### src/rtl/fifo_rd_pkg.sv
// -----------------------------------------------------------------------------
// fifo_rd_pkg
// Shared definitions for the FIFO read-side streaming block:
//   - default data width and statistics counter width
//   - read FSM state encoding (RUN / DRAIN)
// -----------------------------------------------------------------------------
package fifo_rd_pkg;

  localparam int DSIZE_DEF  = 8;
  localparam int CWIDTH_DEF = 16;

  // RUN   : words popped from the FIFO are forwarded downstream
  // DRAIN : words popped from the FIFO are discarded and counted
  typedef enum logic [0:0] {
    RUN   = 1'b0,
    DRAIN = 1'b1
  } state_t;

endpackage

### src/rtl/fifo_rd_stream_if.sv
// -----------------------------------------------------------------------------
// fifo_rd_stream_if
// Valid/ready stream carrying FIFO words downstream.
//   m_valid : word on m_data is valid
//   m_data  : stream word
//   m_ready : downstream accepts the word at the next rclk edge
// master drives valid/data, slave drives ready.
// -----------------------------------------------------------------------------
interface fifo_rd_stream_if
  import fifo_rd_pkg::*;
#(
  parameter int DSIZE = DSIZE_DEF
);

  logic             m_valid;
  logic [DSIZE-1:0] m_data;
  logic             m_ready;

  modport master (
    output m_valid,
    output m_data,
    input  m_ready
  );

  modport slave (
    input  m_valid,
    input  m_data,
    output m_ready
  );

endinterface

### src/rtl/fifo_rd_skid.sv
// -----------------------------------------------------------------------------
// fifo_rd_skid
// Two-entry output buffer (head, tail) sitting between the FIFO read port and
// the downstream stream. The head entry is always the word presented
// downstream.
// Ports:
//   rclk, rrst_n : read clock, asynchronous active-low reset
//   push         : write din into the buffer this cycle
//   pop          : head word is consumed this cycle
//   clear        : empty the buffer (takes priority over push/pop)
//   din          : word to write
//   dout         : head word
//   cnt          : occupancy, 0..2
// The caller never pushes into a full buffer without popping in the same
// cycle, and never pops an empty buffer.
// -----------------------------------------------------------------------------
module fifo_rd_skid
  import fifo_rd_pkg::*;
#(
  parameter int DSIZE = DSIZE_DEF
) (
  input  logic             rclk,
  input  logic             rrst_n,
  input  logic             push,
  input  logic             pop,
  input  logic             clear,
  input  logic [DSIZE-1:0] din,
  output logic [DSIZE-1:0] dout,
  output logic [1:0]       cnt
);

  logic [DSIZE-1:0] head_p0;
  logic [DSIZE-1:0] tail_p0;
  logic [1:0]       cnt_p0;

  // ---- stage p0: buffer storage ----
  always_ff @(posedge rclk or negedge rrst_n) begin
    if (!rrst_n) begin
      cnt_p0  <= 2'd0;
      head_p0 <= '0;
      tail_p0 <= '0;
    end else if (clear) begin
      // Buffered words are abandoned; data registers keep their contents
      // but are invalid once cnt is zero.
      cnt_p0 <= 2'd0;
    end else begin
      case ({push, pop})
        2'b10: begin
          // Fill the first empty slot.
          if (cnt_p0 == 2'd0) begin
            head_p0 <= din;
          end else begin
            tail_p0 <= din;
          end
          cnt_p0 <= cnt_p0 + 2'd1;
        end
        2'b01: begin
          // Head consumed; the tail word (if any) moves up.
          if (cnt_p0 == 2'd2) begin
            head_p0 <= tail_p0;
          end
          cnt_p0 <= cnt_p0 - 2'd1;
        end
        2'b11: begin
          // Simultaneous consume and refill keeps occupancy constant.
          if (cnt_p0 == 2'd2) begin
            head_p0 <= tail_p0;
            tail_p0 <= din;
          end else begin
            head_p0 <= din;
          end
        end
        default: begin
        end
      endcase
    end
  end

  assign dout = head_p0;
  assign cnt  = cnt_p0;

endmodule

### src/rtl/fifo_rd_stream.sv
// -----------------------------------------------------------------------------
// fifo_rd_stream
// Turns the read port of a FIFO (rdata/rempty/rinc) into a registered
// valid/ready stream, with a flush mechanism that discards queued words and
// statistics counters.
// Ports:
//   rclk, rrst_n : read-domain clock, asynchronous active-low reset
//   rdata        : FIFO head word, valid while rempty=0
//   rempty       : FIFO empty flag
//   rinc         : FIFO pop strobe (combinational)
//   flush        : level request to discard buffered and queued words
//   m_if         : stream master (m_valid, m_data, m_ready)
//   rd_count     : words delivered downstream, wraps
//   drop_count   : words discarded while draining, saturates at all-ones
//   busy         : high while draining
// In RUN, words are popped into a 2-entry skid buffer whenever it can accept
// one. A flush request empties the buffer and moves to DRAIN, where every
// available FIFO word is popped and counted as dropped; the block returns to
// RUN once flush is low and the FIFO reads empty in the same cycle.
// -----------------------------------------------------------------------------
module fifo_rd_stream
  import fifo_rd_pkg::*;
#(
  parameter int DSIZE  = DSIZE_DEF,
  parameter int CWIDTH = CWIDTH_DEF
) (
  input  logic                rclk,
  input  logic                rrst_n,
  input  logic [DSIZE-1:0]    rdata,
  input  logic                rempty,
  output logic                rinc,
  input  logic                flush,
  fifo_rd_stream_if.master    m_if,
  output logic [CWIDTH-1:0]   rd_count,
  output logic [CWIDTH-1:0]   drop_count,
  output logic                busy
);

  localparam logic [0:0] ST_RUN   = RUN;
  localparam logic [0:0] ST_DRAIN = DRAIN;

  logic [0:0]       state_p0;
  logic [0:0]       state_nxt;
  logic [1:0]       cnt;
  logic [DSIZE-1:0] head_data;
  logic             in_run;
  logic             push;
  logic             xfer;
  logic             clear;
  logic             drop_pop;

  function automatic logic [CWIDTH-1:0] sat_inc(input logic [CWIDTH-1:0] v);
    return (&v) ? v : v + 1'b1;
  endfunction

  function automatic logic [CWIDTH-1:0] wrap_inc(input logic [CWIDTH-1:0] v);
    return v + 1'b1;
  endfunction

  assign in_run = (state_p0 == ST_RUN);

  // The flush cycle itself neither pops nor counts a transfer, so that the
  // words held in the buffer are abandoned cleanly.
  assign xfer = in_run && !flush && m_if.m_valid && m_if.m_ready;

  always_comb begin
    rinc = 1'b0;
    if (rrst_n) begin
      if (in_run) begin
        rinc = !flush && !rempty && ((cnt != 2'd2) || m_if.m_ready);
      end else begin
        rinc = !rempty;
      end
    end
  end

  assign push     = in_run && rinc;
  assign clear    = in_run && flush;
  assign drop_pop = !in_run && rinc;

  fifo_rd_skid #(
    .DSIZE (DSIZE)
  ) u_skid (
    .rclk   (rclk),
    .rrst_n (rrst_n),
    .push   (push),
    .pop    (xfer),
    .clear  (clear),
    .din    (rdata),
    .dout   (head_data),
    .cnt    (cnt)
  );

  assign m_if.m_valid = (cnt != 2'd0);
  assign m_if.m_data  = head_data;
  assign busy         = !in_run;

  always_comb begin
    state_nxt = state_p0;
    case (state_p0)
      ST_RUN: begin
        if (flush) begin
          state_nxt = ST_DRAIN;
        end
      end
      default: begin
        if (!flush && rempty) begin
          state_nxt = ST_RUN;
        end
      end
    endcase
  end

  // ---- stage p0: FSM and statistics ----
  always_ff @(posedge rclk or negedge rrst_n) begin
    if (!rrst_n) begin
      state_p0   <= ST_RUN;
      rd_count   <= '0;
      drop_count <= '0;
    end else begin
      state_p0 <= state_nxt;
      if (xfer) begin
        rd_count <= wrap_inc(rd_count);
      end
      if (drop_pop) begin
        drop_count <= sat_inc(drop_count);
      end
    end
  end

endmodule
### src/flat_wrapper.sv
// flat-port wrapper written by rule: the top's interface ports become plain ports
module fifo_rd_stream_flat import fifo_rd_pkg::*;
#(
  parameter int DSIZE  = DSIZE_DEF,
  parameter int CWIDTH = CWIDTH_DEF
)
  (rclk, rrst_n, rdata, rempty, rinc, flush, rd_count, drop_count, busy, m_if_m_valid, m_if_m_data, m_if_m_ready);
  fifo_rd_stream_if #(.DSIZE(DSIZE)) m_if_i ();
  input  logic rclk;
  input  logic rrst_n;
  input  logic [DSIZE-1:0] rdata;
  input  logic rempty;
  output logic rinc;
  input  logic flush;
  output logic [CWIDTH-1:0] rd_count;
  output logic [CWIDTH-1:0] drop_count;
  output logic busy;
  output wire logic [$bits(m_if_i.m_valid)-1:0] m_if_m_valid;
  output wire logic [$bits(m_if_i.m_data)-1:0] m_if_m_data;
  input wire logic [$bits(m_if_i.m_ready)-1:0] m_if_m_ready;
  assign m_if_m_valid = m_if_i.m_valid;
  assign m_if_m_data = m_if_i.m_data;
  assign m_if_i.m_ready = m_if_m_ready;
  fifo_rd_stream #(.DSIZE(DSIZE), .CWIDTH(CWIDTH)) u_core (.rclk(rclk), .rrst_n(rrst_n), .rdata(rdata), .rempty(rempty), .rinc(rinc), .flush(flush), .m_if(m_if_i), .rd_count(rd_count), .drop_count(drop_count), .busy(busy));
endmodule
### config.mk
export PLATFORM = sky130hd
export DESIGN_NAME = fifo_rd_stream_flat
export DESIGN_NICKNAME = d
export VERILOG_FILES = /design/src/rtl/fifo_rd_pkg.sv /design/src/rtl/fifo_rd_stream_if.sv /design/src/rtl/fifo_rd_skid.sv /design/src/rtl/fifo_rd_stream.sv /design/src/flat_wrapper.sv
export SDC_FILE = /design/constraint.sdc
export NUM_CORES = 1
export LEC_CHECK = 0
export CORE_MARGIN = 1.5
export CORE_UTILIZATION = 54
export CTS_BUF_LIST = sky130_fd_sc_hd__clkbuf_16
export CTS_CLUSTER_SIZE = 24
export DETAILED_ROUTE_END_ITERATION = 10
export PLACE_DENSITY = 0.85
export RECOVER_POWER = 25
export SLEW_MARGIN = 15
export SYNTH_ARGS = -nofsm -noshare
export SYNTH_HDL_FRONTEND = slang
export SYNTH_SLANG_ARGS = --single-unit
### constraint.sdc
create_clock -name rclk -period 6.7 [get_ports rclk]
set_clock_uncertainty 0.2 [all_clocks]
set_input_delay 1.005 -clock rclk [delete_from_list [all_inputs] [get_ports rclk]]
set_output_delay 1.005 -clock rclk [all_outputs]
set_load 0.03 [all_outputs]
**Word level (Yosys, flattened, before mapping)**

Index checks and enable logic that the tools add are counted.

- Output and inout bits: 43
- Flip-flop bits (word level): 51

- Muxes and demuxes: 14
- Reductions and logical operators: 21
- Eq/ne operators: 9
- Bitwise gates (word level): 3
- $add $sub $neg: 4

Operators with widths:

| cell | count |
|---|---|
| $mux W8 | 5 |
| $add A16 B1 Y16 const B | 2 |
| $pmux W8 S3 | 1 |
| $pmux W8 S2 | 1 |
| $reduce_and A16 Y1 | 1 |
| $ne A2 B2 Y1 const B | 5 |
| $logic_and A1 B1 Y1 | 9 |
| $reduce_and A4 Y1 | 2 |
| $eq A2 B2 Y1 const B | 3 |
| $reduce_bool A3 Y1 | 2 |
| $mux W1 | 5 |
| $pmux W2 S2 | 1 |
| $reduce_bool A2 Y1 | 2 |
| $not A1 Y1 | 3 |
| $add A2 B1 Y2 const B | 1 |
| $eq A2 B1 Y1 const B | 1 |
| $logic_not A1 Y1 | 2 |
| $logic_not A2 Y1 | 1 |
| $mux W2 | 1 |
| $reduce_and A2 Y1 | 1 |
| $sub A2 B1 Y2 const B | 1 |
| $logic_or A1 B1 Y1 | 1 |

**Logic depth before layout (Yosys ltp)**

Gate-level depths: netlist of the first run.

- Depth after elaboration: 9
- Depth in mapped cells: 10
- Depth with buffers taken out: 9

**By module**

A second synthesis of the first run with hierarchy kept.

- Cells, all modules: 236
- Area total of the unflattened synthesis: 2620.0 µm²

Modules (own cells, without submodules):

| module | sequential area each (µm²) | area an instance (µm²) | cells an instance | times used |
|---|---|---|---|---|
| fifo_rd_stream | 825.8 | 1621.6 | 146 | 1 |
| fifo_rd_skid | 450.4 | 998.5 | 90 | 1 |

**Worst setup path after synthesis of the first run**

Ideal clock, no wire load.

- Path type: input -> register
- From: in flush
- To: reg u_core.u_skid.head_p0[0], in the netlist u_core.u_skid.dout[0]
- Buffers on the path: 0
- Data required time: 6.375 ns
- Data arrival time: 2.846 ns
- Slack: 3.529 ns
- Cell stages on the path: 8
- Cells stage by stage: or3b_4 > nor2_2 > inv_1 > ha_1 > mux2_2 > o22ai_1 > nand2_1 > mux2_2

- Elaborated cells on any way between the ends: 19

RTL lines:

| item | RTL line | RTL |
|---|---|---|
| from (decl) | flat_wrapper.sv:14 | `input logic flush;` |
| $logic_not A1 Y1 (*) | fifo_rd_stream.sv:64 | `assign xfer = in_run && !flush && m_if.m_valid && m_if.m_ready;` |
| $logic_and A1 B1 Y1 (*) (3 in series) | fifo_rd_stream.sv:64 |  |
| net u_core.u_skid.pop | fifo_rd_skid.sv:25 | `input logic pop,` |
| $eq A2 B1 Y1 or $eq A2 B2 Y1 (tied branches) | fifo_rd_skid.sv:47 | `case ({push, pop})` |
| $ne A2 B2 Y1 (no line) or $reduce_bool A3 Y1 (tied branches) | n/a |  |
| $reduce_and A4 Y1 (no line) | n/a |  |
| to (signal assigned) | fifo_rd_skid.sv:51 | `head_p0 <= din;` |
| to (signal assigned) | fifo_rd_skid.sv:60 | `head_p0 <= tail_p0;` |
| to (signal assigned) | fifo_rd_skid.sv:67 | `head_p0 <= tail_p0;` |
| to (decl) | fifo_rd_skid.sv:32 | `logic [DSIZE-1:0] head_p0;` |

Mark *: on every way through the listed nets, which the timed path passes. The rest lies on a longest branch.
A chain may end at the register's enable or synchronous reset.

**Worst setup path after layout of the first run**

- From: in rrst_n
- To: out rinc

- Longest elaborated chain between the ends: 1

Ends and longest elaborated chain:

| item | RTL line | RTL |
|---|---|---|
| from (decl) | flat_wrapper.sv:10 | `input logic rrst_n;` |
| $mux W1 | fifo_rd_stream.sv:68 | `if (rrst_n) begin` |
| to (decl) | flat_wrapper.sv:13 | `output logic rinc;` |

No other way between the ends.

==> flow_summary.ini, run 1 <==
[outcome]
status = finished clean

[grt]
track_usage = 0.217
grt_max_degree = 55
grt_pass1_wl_um = 8540
grt_pass1_vias = 1843
antenna_found_initial = 0
overflow = 0

[logic_synthesis]
synth_xor_area_frac = 0.106
synth-edff-count = 0
ys_seq_elements = 51
ys.flop_type = dfrtp_1
yosys_warnings = 0
synth_cells = 214
synth_compound_area_frac = 0.0563
synth_fa_ha_area_frac = 0.0302
netlist.area_leader.share = 0.513
synthMuxAreaShare = 0.0905
synthArstFlopShare = 1.00
synthesis.nets = 233
synth_area_um2 = 2490
synth-seq-area-share = 0.513
synth_top_cell_by_area = dfrtp_1
synth_top_family_by_area = simple AND/OR/NAND/NOR gates
synth_area_leaders = dfrtp_1, mux2_2, xor2_1, xnor2_1, nand3_1
synth-simple-area-share = 0.188
synth_cell_types = 34
syn_area_per_cell_um2 = 11.6

[floorplanning]
rows = 24
die_width_um = 70.9
ioPinCount = 56
start_util = 0.567
dieHeight_um = 70.9
core_area_um2 = 4380
die_area_um2 = 5020

[pwr]
power_density_nw_per_um2 = 327
vdd_drop_max_uv = 217
cellLeakagePower_nw = 1.46

[cts]
cts_sinks = 51
post_cts_resized = 0
cts_buffer_depth = 2
cts_tree = built
path_clk_slew_ns = 0.06
clk_latency_ns = 0.29
cts_buffers = 5
cts_hold_buffers = 0
cts_setup_buffers = 0
htreeDepth = 2
cts-root-buf = clkbuf_16

[drt]
wirelength_um = 5070
vias = 1821
wire_per_inst_um = 15.5
ant_nets = 0
drc_errors = 0
drt-vias-per-instance = 5.57
first_iter_violations = 140
dr.pass1.iters = 4

[worst_setup_path]
critPathLaunchType = primary input
critPathKind = primary input to output pin
regToRegSetupSlack_ns = 3.78
critPathCapture = rinc
end_kind = output pin
rr_startpoint = u_core.busy
cp.depth = 5
critical_path.top_delay_family = buffers and inverters
critPathLaunch = rrst_n
crit_fanout = 54
critPathRequiredTime_ns = 5.49
worst_ep_arrival_time_ns = 2.61
cp_slowest_cell = clkdlybuf4s50_1
crit_buf_inv = 4
path_cells = buf_2, buf_4, o211ai_1, inv_1, clkdlybuf4s50_1
cpPeakStageDelay_ns = 0.66
rr_worst_depth = 8
r2r_end = u_core.u_skid.dout[7]

[final_layout]
nNetsFinal = 293
drive_above_1_share = 0.138
final_common_cell = clkdlybuf4s50_1
design_area_um2 = 3220
fill_cells = 316
area_growth_pct = 29.6
final_cell_mix = clkdlybuf4s50_1, dfrtp_1, mux2_2
seq_area_um2 = 1280
diodes = 0
multi_input_area_um2 = 1170

[place]
hpwl_um = 3660
place.gp.congestion = 0.874
port_buffers = 55
post_dp_cell_area_um2 = 3080

[sta]
worstMarginPinSlew_ns = 0.694
fmax_ghz = 0.262
grt_setup_unrepaired = no
relSlewSlack = 0.535
drv_slew = 0
finalSetupViolations = 0
hold_violations = 0
fin_tns_setup_ns = 0
fin_crit_ns = 3.82
period_share = 0.570

[job]
maxCapViolations = 0

[hold_path]
min_path_type = flip-flop to flip-flop
[cell usage after synthesis (all sizes together), types with 2 or more instances]
master / count
dfrtp: 51
nand4: 7
o21ai: 3
a31oi: 2
and4: 5
nand2: 12
ha: 6
and3: 6
nand3: 17
nand3b: 2
nor2: 13
xnor2: 13
buf: 3
inv: 5
a22o: 8
xor2: 17
nor3: 10
mux2: 20
nor3b: 3
[layout make-up]
class,count,share of cell area
Sequential cell,51,0.396
Multi-Input combinational cell,155,0.363
Timing Repair Buffer,56,0.172
Clock buffer,5,0.0388
Tap cell,52,0.0202
Inverter,5,0.00582
Clock inverter,3,0.00466
[sequential cells by signal (all words and copies together) (netlist names)]
register,cells
u_core.drop_count,16
u_core.rd_count,16
u_core.busy,1
u_core.u_skid.dout,8
u_core.u_skid.tail_p0,8
u_core.u_skid.cnt,2
[metal layers]
| layer | share of wire | vias to the layer above | wire (um) | track usage |
|---|---|---|---|---|
| met1 | 0.44 | 895 | 2210 | 0.265 |
| li1 | - | 880 | - | - |
| met3 | 0.038 | 9 | 195 | 0.0570 |
| met4 | 0.020 | 0 | 99 | 0.0797 |
| met5 | 0 | - | 0 | 0 |
| met2 | 0.51 | 37 | 2560 | 0.372 |
[per-stage QoR]
stage               power, mW  utilization  hold WS, ns  worst slack (ns)  cells
finish                   1.05        0.735        0.267              2.88    327
global route             1.11        0.735        0.294              2.72    327
CTS                      1.07        0.735        0.276              2.85    327
detailed placement      0.819        0.703        0.267              2.77    319
global placement        0.805        0.703        0.259              2.81    319
floorplan               0.665            -        0.281              3.53    214
[worst min-delay path by stage]
stage,startpoint,end,slack (ns),cells past startpoint
after floorplan,u_core.u_skid.tail_p0[0],u_core.u_skid.tail_p0[0],0.28,1
after global placement,u_core.rd_count[15],u_core.rd_count[15],0.26,1
after detailed placement,u_core.rd_count[15],u_core.rd_count[15],0.27,1
after CTS,u_core.rd_count[15],u_core.rd_count[15],0.28,1
after global routing,u_core.rd_count[15],u_core.rd_count[15],0.29,1
final,u_core.rd_count[15],u_core.rd_count[15],0.27,1
[cell families after synthesis]
| logic type | Yosys count |
|---|---|
| buffers and inverters | 8 |
| xor gates and xnor gates | 30 |
| AOI/OAI and AO/OA | 17 |
| muxes | 20 |
| and+or+nand+nor | 82 |
| adders and majority gates | 6 |
| DFF | 51 |
[worst register-to-register path: stages (launching register included)]
cell and delay, ns:
dfrtp_1 0.48, or3b_4 0.46, nor2_2 0.31, inv_1 0.11, ha_1 0.25, mux2_2 0.28, o22ai_1 0.14, nand2_1 0.24
mux2_2 0.35
[power breakdown]
group          internal [mW]  total (mW)  switching [mW]
Combinational          0.167       0.361           0.195
Sequential             0.384       0.452          0.0682
Clock                  0.136       0.241           0.105
Total                  0.686        1.05           0.369
Note: power is estimated with default switching activity, not from simulation.
==> run 2: changes to the inputs <==
CORE_UTILIZATION = 45   (was 54)
PLACE_DENSITY = 0.76   (was 0.85)
clock period = 3.1 ns   (was 6.7 ns; I/O delays follow)
==> flow_summary.ini, run 2 (same netlist as run 1, synthesis figures left out) <==
[grt]
grt_pass1_vias = 1748
track_usage = 0.177
antenna_found_initial = 0
overflow = 0
grt_max_degree = 53
grt_pass1_wl_um = 8580

[worst_setup_path]
crit_top_cell = mux2_2
critPathKind = primary input to flip-flop
critical_path.top_delay_family = simple AND/OR/NAND/NOR gates
crit_fanout = 8
cp_slowest_cell = clkdlybuf4s50_1
critPathRequiredTime_ns = 3.07
regToRegSetupSlack_ns = 0.39
end_kind = flip-flop
cpPeakStageDelay_ns = 0.50
crit_buf_inv = 2
critPathLaunchType = primary input
worst_ep_arrival_time_ns = 2.86
path_cells = clkdlybuf4s50_1, or3b_4, nor2_2, inv_1, ha_1, mux2_2, o22ai_1, nand2_1, mux2_2

[final_layout]
final_common_cell = clkdlybuf4s50_1
drive_above_1_share = 0.154
diodes = 0
utilization = 0.631
fill_cells = 454
final_cell_mix = clkdlybuf4s50_1, dfrtp_1, mux2_2
nNetsFinal = 297
reg_top3 = u_core.drop_count x16, u_core.rd_count x16
area_growth_pct = 31.9
fin_cells = 349

[floorplanning]
ioPinCount = 56
dieHeight_um = 77.3
die_area_um2 = 5980
start_util = 0.478
rows = 26
die_width_um = 77.3
core_area_um2 = 5200

[sta]
drv_slew = 0
worstMarginPinSlew_ns = 1.23
finalSetupViolations = 0
fmax_ghz = 0.346
grt_setup_unrepaired = no
relSlewSlack = 0.181
hold_violations = 0
period_share = 0.933
fin_crit_ns = 2.89

[cts]
cts_tree = built
cts_setup_buffers = 0
clk_latency_ns = 0.28
cts-root-buf = clkbuf_16
post_cts_resized = 0
cts_buffer_depth = 2
cts_sinks = 51
path_clk_slew_ns = 0.07
htreeDepth = 2
cts_buffers = 5
cts_hold_buffers = 0

[pwr]
power_density_nw_per_um2 = 701
cellLeakagePower_nw = 1.47
vdd_drop_max_uv = 467
p_total_mw = 2.30

[place]
place.gp.congestion = 0.817
hpwl_um = 3660
port_buffers = 55
dp.cells = 341

[drt]
drc_errors = 0
first_iter_violations = 104
ant_nets = 0
drt-vias-per-instance = 5.29
vias = 1846
wire_per_inst_um = 14.1
wirelength_um = 4910
dr.pass1.iters = 4

[job]
maxCapViolations = 0

[outcome]
status = finished clean

[hold_path]
min_path_type = flip-flop to flip-flop
[run 2: cell type report]
class                           instances  area, um2  area share
Clock buffer                            5        125      0.0381
Sequential cell                        51       1280       0.389
Tap cell                               70       87.6      0.0267
Timing Repair Buffer                   60        579       0.177
Clock inverter                          3       23.8     0.00724
Multi-Input combinational cell        155       1170       0.357
Inverter                                5       18.8     0.00572
[run 2: stage by stage]
stage / hold WS, ns / instance area, um2 / setup TNS (ns) / setup WS, ns
detailed placement: 0.270 / 3140 / -0.697 / -0.0900
global placement: 0.265 / 3140 / -0.848 / -0.108
finish: 0.280 / 3280 / 0 / 0.207
CTS: 0.185 / 3290 / 0 / 0.182
global route: 0.305 / 3280 / 0 / 0.0311
floorplan: -0.0306 / 2490 / 0 / 0.291
[run 2: layer usage]
layer | GRT usage | routed length, um | vias up | share of wire
met1 | 0.250 | 2260 | 912 | 0.46
met5 | 0 | 0 | - | 0
met3 | 0.0318 | 178 | 8 | 0.036
li1 | - | - | 889 | -
met2 | 0.278 | 2420 | 37 | 0.49
met4 | 0.0545 | 51 | 0 | 0.010
[run 2: path summary, 6_finish.rpt]
path,start,endpoint,cells after the start
min reg2reg,u_core.rd_count[15],u_core.rd_count[15],1
max,m_if_m_ready,u_core.u_skid.dout[5],9
max reg2reg,u_core.u_skid.cnt[0],u_core.u_skid.tail_p0[0],9
min in group asynchronous,rrst_n,u_core.rd_count[1],2
min,u_core.rd_count[15],u_core.rd_count[15],1
max in group asynchronous,rrst_n,u_core.drop_count[15],2
[run 2: worst register-to-register path: cells and delay by family (launching register included)]
family / cells / cell delay (ns)
compound gates: 2 / 0.33
fa+ha+maj: 1 / 0.22
flops: 1 / 0.48
mux: 1 / 0.41
simple gates: 5 / 0.96
[run 2: power breakdown]
part	internal [mW]	leakage, nW	switching, mW
clock	0.302	0.0664	0.239
sequential	0.829	0.669	0.148
combinational	0.363	0.738	0.419
total	1.49	1.47	0.806
